## config.mk

```make
export PLATFORM = sky130hd
export DESIGN_NAME = commit_write_sequencer
export DESIGN_NICKNAME = d
export VERILOG_FILES = /design/src/rtl/commit_write_sequencer.sv
export SDC_FILE = /design/constraint.sdc
export NUM_CORES = 1
export LEC_CHECK = 0
export ABC_AREA = 1
export CAP_MARGIN = 30
export CORE_AREA = 2 2 104 106
export DETAILED_ROUTE_END_ITERATION = 12
export DIE_AREA = 0 0 106 108
export GPL_ROUTABILITY_DRIVEN = 0
export PLACE_DENSITY = 0.62
export SLEW_MARGIN = 20
export SYNTH_ARGS = -nofsm -noshare
export SYNTH_HDL_FRONTEND = slang
export SYNTH_SLANG_ARGS = --single-unit
```

## constraint.sdc

```tcl
create_clock -name clk_i -period 3.8 [get_ports clk_i]
set_clock_uncertainty 0.1 [all_clocks]
set_input_delay 0.57 -clock clk_i [delete_from_list [all_inputs] [get_ports clk_i]]
set_output_delay 0.57 -clock clk_i [all_outputs]
set_load 0.02 [all_outputs]
```

## src/rtl/commit_write_sequencer.sv

```systemverilog
// Commit write sequencer: buffers up to two committing instructions per cycle in order and
// drains them so the ARF sees at most one write per cycle, reporting released RRF entries.
module commit_write_sequencer #(
    parameter int DEPTH     = 4,
    parameter int REG_SEL_W = 5,
    parameter int RRF_SEL_W = 6
) (
    input  logic                 clk_i,
    input  logic                 reset_i,
    input  logic                 commit1_valid_i,
    input  logic                 commit1_dst_en_i,
    input  logic [REG_SEL_W-1:0] commit1_dstnum_i,
    input  logic [RRF_SEL_W-1:0] commit1_rrftag_i,
    input  logic                 commit2_valid_i,
    input  logic                 commit2_dst_en_i,
    input  logic [REG_SEL_W-1:0] commit2_dstnum_i,
    input  logic [RRF_SEL_W-1:0] commit2_rrftag_i,
    output logic                 commit_ready_o,
    output logic                 completed_we_o,
    output logic [REG_SEL_W-1:0] completed_dstnum_o,
    output logic [RRF_SEL_W-1:0] completed_dst_rrftag_o,
    output logic [1:0]           com_inst_num_o,
    output logic                 busy_o
);

    localparam int PTR_W = $clog2(DEPTH);
    localparam int CNT_W = PTR_W + 1;
    localparam logic [CNT_W-1:0] READY_MAX = CNT_W'(DEPTH - 2);
    localparam logic [CNT_W-1:0] CNT_TWO   = CNT_W'(2);

    function automatic logic wr_flag(input logic en, input logic [REG_SEL_W-1:0] dstnum);
        return en & (dstnum != '0);
    endfunction

    logic [REG_SEL_W-1:0] dst_mem [DEPTH];
    logic [RRF_SEL_W-1:0] tag_mem [DEPTH];
    logic                 w_mem   [DEPTH];

    logic [PTR_W-1:0] wr_ptr_p0, rd_ptr_p0;
    logic [CNT_W-1:0] count_p0;

    logic             push_one, push_two;
    logic [1:0]       push_num;
    logic             drain_one, drain_two;
    logic [1:0]       drain_num;
    logic [PTR_W-1:0] wr_ptr_inc, rd_ptr_inc;
    logic             w_head, w_next;
    logic             out_we;
    logic             out_sel_head, out_sel_next;

    logic                 we_p1;
    logic [REG_SEL_W-1:0] dstnum_p1;
    logic [RRF_SEL_W-1:0] rrftag_p1;
    logic [1:0]           num_p1;

    assign commit_ready_o = (count_p0 <= READY_MAX);
    assign busy_o         = (count_p0 != '0);

    assign push_one = commit_ready_o & commit1_valid_i;
    assign push_two = push_one & commit2_valid_i;
    assign push_num = {1'b0, push_one} + {1'b0, push_two};

    assign wr_ptr_inc = wr_ptr_p0 + PTR_W'(1);
    assign rd_ptr_inc = rd_ptr_p0 + PTR_W'(1);

    assign w_head = w_mem[rd_ptr_p0];
    assign w_next = w_mem[rd_ptr_inc];

    // Pair drain only when the two entries together need at most one ARF write.
    assign drain_one = (count_p0 != '0);
    assign drain_two = (count_p0 >= CNT_TWO) & ~(w_head & w_next);
    assign drain_num = drain_two ? 2'd2 : (drain_one ? 2'd1 : 2'd0);

    assign out_sel_head = drain_one & w_head;
    assign out_sel_next = drain_two & w_next;
    assign out_we       = out_sel_head | out_sel_next;

    // Stage p0: FIFO storage (data only, no reset needed)
    always_ff @(posedge clk_i) begin
        if (push_one) begin
            dst_mem[wr_ptr_p0] <= commit1_dstnum_i;
            tag_mem[wr_ptr_p0] <= commit1_rrftag_i;
            w_mem[wr_ptr_p0]   <= wr_flag(commit1_dst_en_i, commit1_dstnum_i);
        end
        if (push_two) begin
            dst_mem[wr_ptr_inc] <= commit2_dstnum_i;
            tag_mem[wr_ptr_inc] <= commit2_rrftag_i;
            w_mem[wr_ptr_inc]   <= wr_flag(commit2_dst_en_i, commit2_dstnum_i);
        end
    end

    always_ff @(posedge clk_i or posedge reset_i) begin
        if (reset_i) begin
            wr_ptr_p0 <= '0;
            rd_ptr_p0 <= '0;
            count_p0  <= '0;
        end else begin
            wr_ptr_p0 <= wr_ptr_p0 + PTR_W'(push_num);
            rd_ptr_p0 <= rd_ptr_p0 + PTR_W'(drain_num);
            count_p0  <= count_p0 + CNT_W'(push_num) - CNT_W'(drain_num);
        end
    end

    // Stage p1: registered ARF write and release count
    always_ff @(posedge clk_i or posedge reset_i) begin
        if (reset_i) begin
            we_p1     <= 1'b0;
            dstnum_p1 <= '0;
            rrftag_p1 <= '0;
            num_p1    <= 2'd0;
        end else begin
            we_p1  <= out_we;
            num_p1 <= drain_num;
            if (out_sel_head) begin
                dstnum_p1 <= dst_mem[rd_ptr_p0];
                rrftag_p1 <= tag_mem[rd_ptr_p0];
            end else if (out_sel_next) begin
                dstnum_p1 <= dst_mem[rd_ptr_inc];
                rrftag_p1 <= tag_mem[rd_ptr_inc];
            end
        end
    end

    assign completed_we_o         = we_p1;
    assign completed_dstnum_o     = dstnum_p1;
    assign completed_dst_rrftag_o = rrftag_p1;
    assign com_inst_num_o         = num_p1;

endmodule
```

# Yosys cells after proc, flatten, opt, wreduce, memory -nomap -nowiden
# Memory sizes are Yosys's and may differ from the RTL's.
# Index checks and enable logic that the tools add are counted.
# word_totals
reg_bits	21
ramBits	48
input_bits	28
output_inout_bits	16
word_cells	43
mem_count	3
# mem_list
name	depth	word_bits	read_ports	rd_clocked_by_memory_dff	wr	line	source
tag_mem	4	6	2	0	2	36	logic [RRF_SEL_W-1:0] tag_mem [DEPTH];
dst_mem	4	5	2	0	2	35	logic [REG_SEL_W-1:0] dst_mem [DEPTH];
w_mem	4	1	2	0	2	37	logic w_mem [DEPTH];
# classes
n_addsub	7
magnitude_cmp	2
mux	10
bitwise	10
reduce_logical	4
# op_table
cell	count
$mux 6	2
$mux 5	2
$reduce_bool 5->1	2
$and 1x1->1	8
$mux 1	5
$add 2x1->2 const B	2
$add 2x2->2	2
$add 3x2->3	1
$ge 3x2->1 const B	1
$le 3x2->1 const B	1
$reduce_bool 3->1	1
$sub 3x2->3	1
$add 1x1->2	1
$mux 2	1
$reduce_bool 2->1	1
$not 1->1	1
$or 1x1->1	1

# Longest topological paths before layout
# Gate-level depths: netlist (run 1).
# An unclocked memory read counts as a cell.
# depth
depth_word	8
depth_mapped	16

# Least setup slack after synthesis (run 1)
# Ideal clock, no wire load.
# synth_timing
path_type	reg-to-reg
from	register rd_ptr_p0[1]
to	register count_p0[2]
setup_time_ns	0.129
t_arrival_ns	2.297
t_required_ns	3.571
path_slack_ns	1.274
path_stages_with_launch	14
path_buffers	1
cell_sequence	dfrtp_1 -> buf_4 -> inv_4 -> nand2_2 -> nand2_4 -> nand2_1 -> nand2_1 -> nand2_1 -> nand2_1 -> inv_1 -> fa_1 -> fa_1 -> xnor2_1 -> xor2_1
# synth_between
elab_chain_len	7
# synth_lines
item	line	source
start, declared	39	logic [PTR_W-1:0] wr_ptr_p0, rd_ptr_p0;
start signal, assigned	99	rd_ptr_p0 <= rd_ptr_p0 + PTR_W'(drain_num);
$add 2x1->2	64	assign rd_ptr_inc = rd_ptr_p0 + PTR_W'(1);
$mem_v2 4x1 (*)	-	
$and 1x1->1 (*)	71	assign drain_two = (count_p0 >= CNT_TWO) & ~(w_head & w_next);
$not 1->1 (*)	71	
$and 1x1->1 (*)	71	
$mux 2 (*)	72	assign drain_num = drain_two ? 2'd2 : (drain_one ? 2'd1 : 2'd0);
via drain_num[1]	45	logic [1:0] drain_num;
$sub 3x2->3 (*)	100	count_p0 <= count_p0 + CNT_W'(push_num) - CNT_W'(drain_num);
end signal, assigned	100	
end, declared	40	logic [CNT_W-1:0] count_p0;
# Mark *: on every way through the listed nets, which the timed path passes. The rest lies on a longest branch.
# A chain may end at the register's enable or synchronous reset.

# Worst setup path after layout (run 1)
# Same ends and word-level chain as after synthesis.

==> run_results.csv, run 1 <==
group,metric,value,unit
power,leakage,2.28,nW
synthesis,synth_cells,533,
run,max_cap_violations,0,
route,drt_first_pass_iters,5,
timing,min_period_over_period,80.3,%
clock_tree,clk_pin_slew,80,ps
synthesis,ys_warn_count,0,
floorplan,fp.dieArea,11400,um^2
power,peakVddDrop,0.000301,V
timing,tightest_slew,796,ps
power,clkPwrFrac,15.7,%
power,power.density,794,nW/um^2
floorplan,die_height,108,um
hold_path,hold_depth,2,
worst_setup_path,slowest_delay,530,ps
clock_tree,post_cts_resized,0,
hold_path,min_path_type,"register to register",
synthesis,synth.distinct_cells,26,
worst_setup_path,critical_path_peak_fanout,19,
worst_setup_path,path_class,"register to register",
worst_setup_path,worst-path-buf-inv,2,
worst_setup_path,cpMostUsedCell,"nand2_1",
clock_tree,cts_tree,"built",
layout,layout_commonest_cell,"nand2_1",
power,p_sw,1.69,mW
route,routed_wirelength,9370,um
worst_setup_path,cp_top_family,"adder cells",
layout,final_nets,602,
clock_tree,cts-buffers-inserted,9,
synthesis,syn_area_per_cell,7.51,um^2
floorplan,core,10200,um^2
route,drt_iter0_markers,239,
timing,slew_viol_final,0,
floorplan,start_util,39.1,%
status,run_status,"finished clean",
worst_setup_path,cp_slowest_cell,"dfrtp_1",
layout,post-route-util,46.2,%
layout,stdcell_area,4720,um^2
clock_tree,cts_max_level,3,
power,p_int,2.06,mW
worst_setup_path,crit_path_end_kind,"register",
layout,drive_above_1_share,5.39,%
route,vias,3492,
grt,grt-ovfl-total,0,
clock_tree,cts_buffer_depth,2,
placement,hpwl,7010,um
worst_setup_path,reg2reg_depth,12,
placement,port_buffers,43,
placement,place_area,4530,um^2
timing,slew-limit-headroom,46.9,%
clock_tree,clock_latency,350,ps
clock_tree,clockRootBuffer,"clkbuf_8",
timing,min_period,3050,ps
worst_setup_path,startpoint_type,"register",
grt,grt_pass1_vias,3277,
worst_setup_path,critPathArrivalTime,3230,ps
timing,setup_viol,0,
grt,antenna_found_initial,0,
clock_tree,cts_sinks,69,
floorplan,rows,37,
floorplan,die_x,106,um
grt,grt_pass1_wl,16000,um
clock_tree,post_cts_buffers,0,
grt,grt_max_degree,37,
worst_setup_path,worstPathRequired,3970,ps
synthesis,ys_ff_latch,69,
power,p_sw_share,45.2,%
timing,fin_tns_setup,0,ps
timing,fmax,0.328,GHz
synthesis,ys_seq_area_share,49.1,%
floorplan,pin_count,44,
power,pwr-share-comb,52.4,%
worst_setup_path,path_cells,"inv_4 -> nand2_2 -> nand2_4 -> nand2_1 -> nand2_1 -> nand2_1 -> nand2_1 -> inv_1 -> fa_1 -> fa_1 -> xnor2_1 -> xor2_1",
route,antenna_left,0,
power,seqPwrFrac,31.9,%
synthesis,synth_fp_nets,565,
route,via_per_inst,4.91,
grt,grt_usage,17.9,%
clock_tree,hold_buffers,0,
timing,grt_setup_unrepaired,"no",
layout,antenna_cells,0,
layout,syn_to_final_growth,18.0,%
layout,final_cell_mix,"230 x nand2_1, 66 x o21ai_0, 63 x inv_1",
synthesis,netlist_area,4010,um^2
timing,hold_viol,0,
route,drc_errors,0,
worst_setup_path,cp.depth,12,
layout,fillers,991,
route,wl_per_cell,13.2,um
## stage by stage
step	setup WS (ps)	instances	hold WS (ps)	power, mW
2_1_floorplan	1270	533	383	2.65
3_3_place_gp	899	695	364	3.13
3_5_place_dp	755	695	366	3.18
4_1_cts	751	711	388	3.77
5_1_grt	483	711	407	4.14
6_report	747	711	381	3.75
## kinds of logic (layout without fill, tap and decap cells)
kind of cell | Yosys count | after routing | share of synthesized area (%)
buffers and inverters | 90 | 132 | 9.34
xor gates and xnor gates | 5 | 5 | 1.09
and+or+nand+nor | 290 | 290 | 29.2
DFF | 69 | 69 | 49.1
AOI/OAI and AO/OA | 75 | 75 | 9.65
adders and majority gates | 4 | 4 | 1.62
## per-layer routing
layer / track usage [%] / wire length, um / vias up / share of wire, %
li1: - / - / 1772 / -
met1: 25.4 / 4430 / 1578 / 47
met2: 27.5 / 4230 / 133 / 45
met3: 2.95 / 603 / 9 / 6.4
met4: 6.95 / 112 / 0 / 1.2
met5: 0 / 0 / - / 0
## synth_stat cells, drive strengths merged
master	count	area (um^2)
nand2	234	893
nor2	15	63.8
edfxtp	48	1440
xor2	4	35.0
fa	2	40.0
a21oi	6	33.8
inv	66	250
xnor2	1	8.76
ha	2	25.0
o21ai	66	330
o211ai	3	22.5
nand4	1	6.26
clkbuf	7	27.5
nand3	40	205
buf	17	96.3
dfrtp	21	526
## path summary, 6_finish.rpt
| check | start | endpoint | slack [ps] |
|---|---|---|---|
| setup / recovery | rd_ptr_p0[1] | count_p0[2] | 750 |
| hold / removal | completed_dstnum_o[4] | completed_dstnum_o[4] | 380 |
| setup reg to reg | rd_ptr_p0[1] | count_p0[2] | 750 |
| hold reg to reg | completed_dstnum_o[4] | completed_dstnum_o[4] | 380 |
| max in group asynchronous | reset_i | wr_ptr_p0[0] | 2530 |
| min in group asynchronous | reset_i | completed_dstnum_o[4] | 570 |
## sequential cells by signal, summed over array words and instances, names as in the netlist
name	flops
wr_ptr_p0	2
rd_ptr_p0	2
completed_we_o	1
com_inst_num_o	2
count_p0	3
tag_mem	24
dst_mem	20
completed_dst_rrftag_o	6
w_mem	4
completed_dstnum_o	5
## worst register-to-register path: stages, from the launching register on
cell	delay [ps]
dfrtp_1	530
inv_4	250
nand2_2	210
nand2_4	180
nand2_1	60
nand2_1	100
nand2_1	60
nand2_1	120
inv_1	100
fa_1	490
fa_1	440
xnor2_1	190
xor2_1	150
## layout make-up
type	count	area, um^2	share of cell area, %
clock inverters	7	66.3	1.40
inverters	66	250	5.30
flip-flops and latches	69	1970	41.6
repair buffers	50	483	10.2
well taps	136	170	3.60
clock buffers	9	124	2.62
multi-input cells	374	1660	35.2
## power groups by stage
stage                     combinational [mW]  clock [mW]  sequential, mW
final                                   1.97       0.588            1.20
after global routing                    2.28       0.638            1.22
after CTS                               1.98       0.599            1.20
after detailed placement                1.98           0            1.21
after global placement                  1.92           0            1.21
after floorplan                         1.40           0            1.25
(Power assumes the default switching activity.)
==> run 2, diff against run 1 <==
Clock period 3.8 ns to 3 ns, I/O delays scaled along.
==> run 2 against run 1 <==
Effect of this change: fmax rose by 9.8%; design area rose by 1.1%; sequential share of layout area shrank 0.45 points; critical endpoint unchanged.
==> run_results.csv, run 2 (synthesis gave the netlist of run 1 again) <==
group,metric,value,unit
status,run_status,"finished clean",
worst_setup_path,slowest_delay,490,ps
timing,min_period_over_period,92.7,%
grt,grt_pass1_vias,3107,
worst_setup_path,path_cells,"inv_2 -> buf_4 -> nand2_1 -> nand2_1 -> nand2_1 -> nand2_1 -> nand2_1 -> nand2_1 -> inv_1 -> fa_1 -> fa_1 -> xnor2_1 -> xor2_1",
power,power.density,1020,nW/um^2
grt,grt_max_degree,28,
hold_path,min_path_type,"register to register",
clock_tree,clockRootBuffer,"clkbuf_8",
layout,drive_above_1_share,6.04,%
layout,post-route-util,46.7,%
grt,grt_pass1_wl,15300,um
route,antenna_left,0,
worst_setup_path,crit_path_end_kind,"register",
worst_setup_path,rrSetupSlack,220,ps
route,via_per_inst,4.72,
worst_setup_path,critical_path_peak_fanout,23,
clock_tree,hold_buffers,0,
floorplan,rows,37,
route,wl_per_cell,12.9,um
clock_tree,cts_buffer_depth,2,
run,max_cap_violations,0,
timing,slew_viol_final,0,
worst_setup_path,path_class,"register to register",
layout,antenna_cells,0,
timing,fin_tns_setup,0,ps
timing,fmax,0.360,GHz
worst_setup_path,cpMostUsedCell,"nand2_1",
clock_tree,cts_tree,"built",
placement,dp.cells,699,
layout,largest_register_ffs,24,
route,drt_first_pass_iters,7,
clock_tree,cts_sinks,69,
timing,final.hold.worst_slack,382,ps
floorplan,die_height,108,um
worst_setup_path,cp_slowest_cell,"fa_1",
route,drc_errors,0,
layout,final_nets,606,
clock_tree,clk_pin_slew,70,ps
timing,tightest_slew,816,ps
layout,area.sequential,1970,um^2
clock_tree,post_cts_buffers,0,
layout,layout_commonest_cell,"nand2_1",
timing,slew-limit-headroom,45.5,%
layout,regMostFlops,"tag_mem",
worst_setup_path,critPathArrivalTime,2910,ps
worst_setup_path,worstPathRequired,3130,ps
floorplan,start_util,39.1,%
floorplan,core,10200,um^2
grt,grt-ovfl-total,0,
worst_setup_path,startpoint_type,"register",
timing,min_period,2780,ps
floorplan,die_x,106,um
layout,syn_to_final_growth,19.2,%
layout,layout.cells.non_filler,715,
layout,final_cell_mix,"230 x nand2_1, 66 x o21ai_0, 63 x inv_1",
placement,hpwl,6970,um
route,drt_iter0_markers,296,
clock_tree,cts-buffers-inserted,9,
layout,multi_input_area,1670,um^2
clock_tree,clock_latency,340,ps
clock_tree,cts_max_level,3,
timing,hold_viol,0,
route,vias,3377,
timing,setup_viol,0,
floorplan,pin_count,44,
layout,fillers,977,
timing,grt_setup_unrepaired,"no",
route,routed_wirelength,9250,um
floorplan,fp.dieArea,11400,um^2
placement,port_buffers,43,
grt,grt_usage,17.3,%
grt,antenna_found_initial,0,
power,peakVddDrop,0.000334,V
power,leakage,2.32,nW
[run 2: cell count changes in the layout (fill, tap and decap cells not counted), moves of 2 or more]
cell        previous run  this run
buf_4                  7        11
clkinv_1               2         0
clkinv_2               1         3
clkbuf_1               0         2
clkinvlp_4             2         0
[run 2: final cells by class]
cell class | count | area share [%]
Tap cell | 136 | 3.56
Inverter | 66 | 5.24
Timing Repair Buffer | 54 | 10.7
Clock buffer | 11 | 2.75
Multi-Input combinational cell | 374 | 34.9
Clock inverter | 5 | 1.57
Sequential cell | 69 | 41.2
[run 2: per-stage QoR]
step,setup WS [ps],cell area [um^2],power (mW)
after floorplan,474,4010,3.36
after global placement,242,4560,3.99
after detailed placement,166,4560,4.07
after CTS,170,4770,4.88
after global routing,36.7,4780,5.30
final,220,4780,4.85
[run 2: per-layer routing]
layer	wire, um	vias up	track usage, %	share of wire, %
met2	4000	86	25.8	43
met3	446	12	3.74	4.8
met5	0	-	0	0
met4	159	0	7.05	1.7
li1	-	1770	-	-
met1	4640	1509	24.7	50
[run 2: path summary, 6_finish.rpt]
check | from | endpoint | cells past startpoint
min | completed_dst_rrftag_o[2] | completed_dst_rrftag_o[2] | 2
max | rd_ptr_p0[0] | count_p0[2] | 13
min in group asynchronous | reset_i | completed_dstnum_o[3] | 2
max in group asynchronous | reset_i | completed_dst_rrftag_o[4] | 2
min reg2reg | completed_dst_rrftag_o[2] | completed_dst_rrftag_o[2] | 2
max reg2reg | rd_ptr_p0[0] | count_p0[2] | 13
[run 2: power by group]
group | internal, mW | leakage (nW) | switching (mW) | total [mW]
combinational | 0.929 | 1.52 | 1.62 | 2.55
sequential | 1.34 | 0.688 | 0.153 | 1.49
clock | 0.464 | 0.107 | 0.340 | 0.804
[run 2: repair_timing]
item	in CTS	in global routing
setup endpoints to repair	0	1
hold endpoints to repair	0	0
gates resized for setup	0	1
[run 2: worst max-delay path: cells and delay by family, from the launching register on]
family                     cells  cell delay (ps)
DFF                            1              410
and+or+nand+nor                6              460
adders and majority gates      2              950
buffers and inverters          3              450
xor gates and xnor gates       2              290
==> run 3, diff against run 2 <==
Settings changed: GPL_ROUTABILITY_DRIVEN 0 to default, MAX_ROUTING_LAYER from default to met4.
==> run 3 against run 2 <==
Effect of this change: clock power rose by 17%; routed wire length increased by 1.2%; flip-flop and latch count is the same; count of clock-buffer cells in the layout unchanged; critical path depth unchanged; largest cell class unchanged; utilization grew 0.34 points.
==> run_results.csv, run 3 (synthesis gave the netlist of run 1 again) <==
group,metric,value,unit
status,run_status,"finished clean",
grt,grt-ovfl-total,0,
worst_setup_path,rr_endpoint,"count_p0[2]",
floorplan,die_height,108,um
grt,grt_usage,17.8,%
worst_setup_path,startpoint_type,"register",
power,leakage,2.33,nW
timing,hold_viol,0,
worst_setup_path,cpMostUsedCell,"nand2_1",
route,routed_wirelength,9360,um
route,antenna_left,0,
worst_setup_path,path_cells,"inv_4 -> buf_4 -> nand2_1 -> nand2_1 -> nand2_1 -> nand2_1 -> nand2_1 -> nand2_1 -> inv_1 -> fa_1 -> fa_1 -> xnor2_1 -> xor2_1",
power,pwr-share-comb,51.1,%
route,drt_first_pass_iters,5,
power,clkPwrFrac,18.9,%
hold_path,min_path_type,"register to register",
layout,layout_commonest_cell,"nand2_1",
power,p_sw,2.15,mW
clock_tree,cts_sinks,69,
worst_setup_path,path_class,"register to register",
worst_setup_path,critical_path_peak_fanout,18,
route,vias,3418,
power,seqPwrFrac,30.0,%
grt,grt_max_degree,37,
worst_setup_path,cp_slowest_cell,"fa_1",
clock_tree,hold_buffers,0,
hold_path,min_to,"completed_dst_rrftag_o[0]",
route,wl_per_cell,13.1,um
layout,drive_above_1_share,6.06,%
route,met1_length,4530,um
power,p_int,2.83,mW
clock_tree,clock_latency,350,ps
clock_tree,clk_pin_slew,70,ps
worst_setup_path,reg2reg_depth,13,
timing,min_period,2740,ps
timing,grt_setup_unrepaired,"no",
timing,tightest_slew,826,ps
placement,hpwl,6970,um
route,top_layer_used,"met4",
timing,slew_viol_final,0,
layout,regMostFlops,"tag_mem",
route,drc_errors,0,
worst_setup_path,critPathArrivalTime,2920,ps
worst_setup_path,reg2reg_from,"rd_ptr_p0[1]",
clock_tree,cts_tree,"built",
placement,gp_congestion,0.889,
route,route.met2.wl,3970,um
layout,fillers,992,
placement,port_buffers,43,
floorplan,fp.dieArea,11400,um^2
grt,antenna_found_initial,0,
floorplan,core,10200,um^2
worst_setup_path,slowest_delay,490,ps
timing,min_period_over_period,91.4,%
grt,grt_pass1_wl,15400,um
clock_tree,clockRootBuffer,"clkbuf_8",
layout,largest_register_ffs,24,
placement,dp.cells,698,
clock_tree,cts_buffer_depth,2,
layout,syn_to_final_growth,20.1,%
layout,post-route-util,47.0,%
floorplan,rows,37,
worst_setup_path,crit_path_end_kind,"register",
power,power.density,1040,nW/um^2
timing,fmax,0.365,GHz
worst_setup_path,cp-startpoint,"rd_ptr_p0[1]",
power,total_power,4.99,mW
power,p_sw_share,43.2,%
run,max_cap_violations,0,
floorplan,die_x,106,um
timing,timing.final.ws_setup,258,ps
layout,layout.cells.non_filler,714,
timing,fin_tns_setup,0,ps
route,via_per_inst,4.79,
worst_setup_path,worstPathRequired,3170,ps
clock_tree,cts-buffers-inserted,9,
layout,final_cell_mix,"230 x nand2_1, 66 x o21ai_0, 63 x inv_1",
hold_path,hold_depth,2,
route,drt_iter0_markers,300,
clock_tree,cts_max_level,3,
worst_setup_path,cp_top_family,"adder cells",
route,dr_wl_met3,635,um
grt,grt_pass1_vias,3208,
layout,final_nets,605,
layout,antenna_cells,0,
worst_setup_path,worst-path-buf-inv,3,
floorplan,start_util,39.1,%
placement,pre_cts_ws,209,ps
timing,setup_viol,0,
timing,slew-limit-headroom,44.9,%
floorplan,pin_count,44,
hold_path,worstHoldStart,"completed_dst_rrftag_o[0]",
power,peakVddDrop,0.000417,V
worst_setup_path,rrSetupSlack,260,ps
run 3: cell count changes in the layout (fill, tap and decap cells not counted), sizes merged:
| cell | delta |
|---|---|
| buf | -1 |
| clkinv | -2 |
| bufinv | +1 |
| inv | +1 |
run 3: worst min-delay path, stage by stage, from the launching register on:
cell     delay, ps
dfrtp_1        340
nand2_1         50
nand2_1         50
run 3: worst max-delay path by stage:
stage	endpoint	cells past startpoint
final	count_p0[2]	13
after global routing	count_p0[2]	12
after CTS	count_p0[2]	12
after detailed placement	count_p0[2]	12
after global placement	count_p0[2]	12
after floorplan	count_p0[2]	13
run 3: power groups by stage:
stage                     registers (mW)  clock network [mW]  logic [mW]
final                               1.50               0.942        2.55
after global routing                1.53               0.993        2.93
after CTS                           1.50               0.956        2.55
after detailed placement            1.51                   0        2.55
after global placement              1.51                   0        2.49
after floorplan                     1.59                   0        1.77
run 3: area by class of cell:
type	instances	area (um^2)	area share, %
Sequential cell	69	1970	40.9
Multi-Input combinational cell	374	1670	34.7
Timing Repair Buffer	53	505	10.5
Inverter	66	250	5.20
Tap cell	136	170	3.54
Clock buffer	11	141	2.94
Clock inverter	5	108	2.24
run 3: layer usage:
metal,up-vias,global-route usage (%)
li1,1778,-
met1,1489,24.3
met2,132,26.5
met3,19,3.68
met4,0,6.58
met5,-,-
run 3: metrics by stage:
stage,hold WS [ps],cell area (um^2)
final,376,4810
after global routing,408,4810
after CTS,384,4810
after detailed placement,364,4560
after global placement,363,4560
after floorplan,327,4010
run 3: timing repair:
item | in CTS | in global routing
endpoints found under the hold margin | 0 | 0
buffers inserted | 0 | 0
endpoints found under the setup margin | 0 | 1
gates resized for setup | 0 | 1
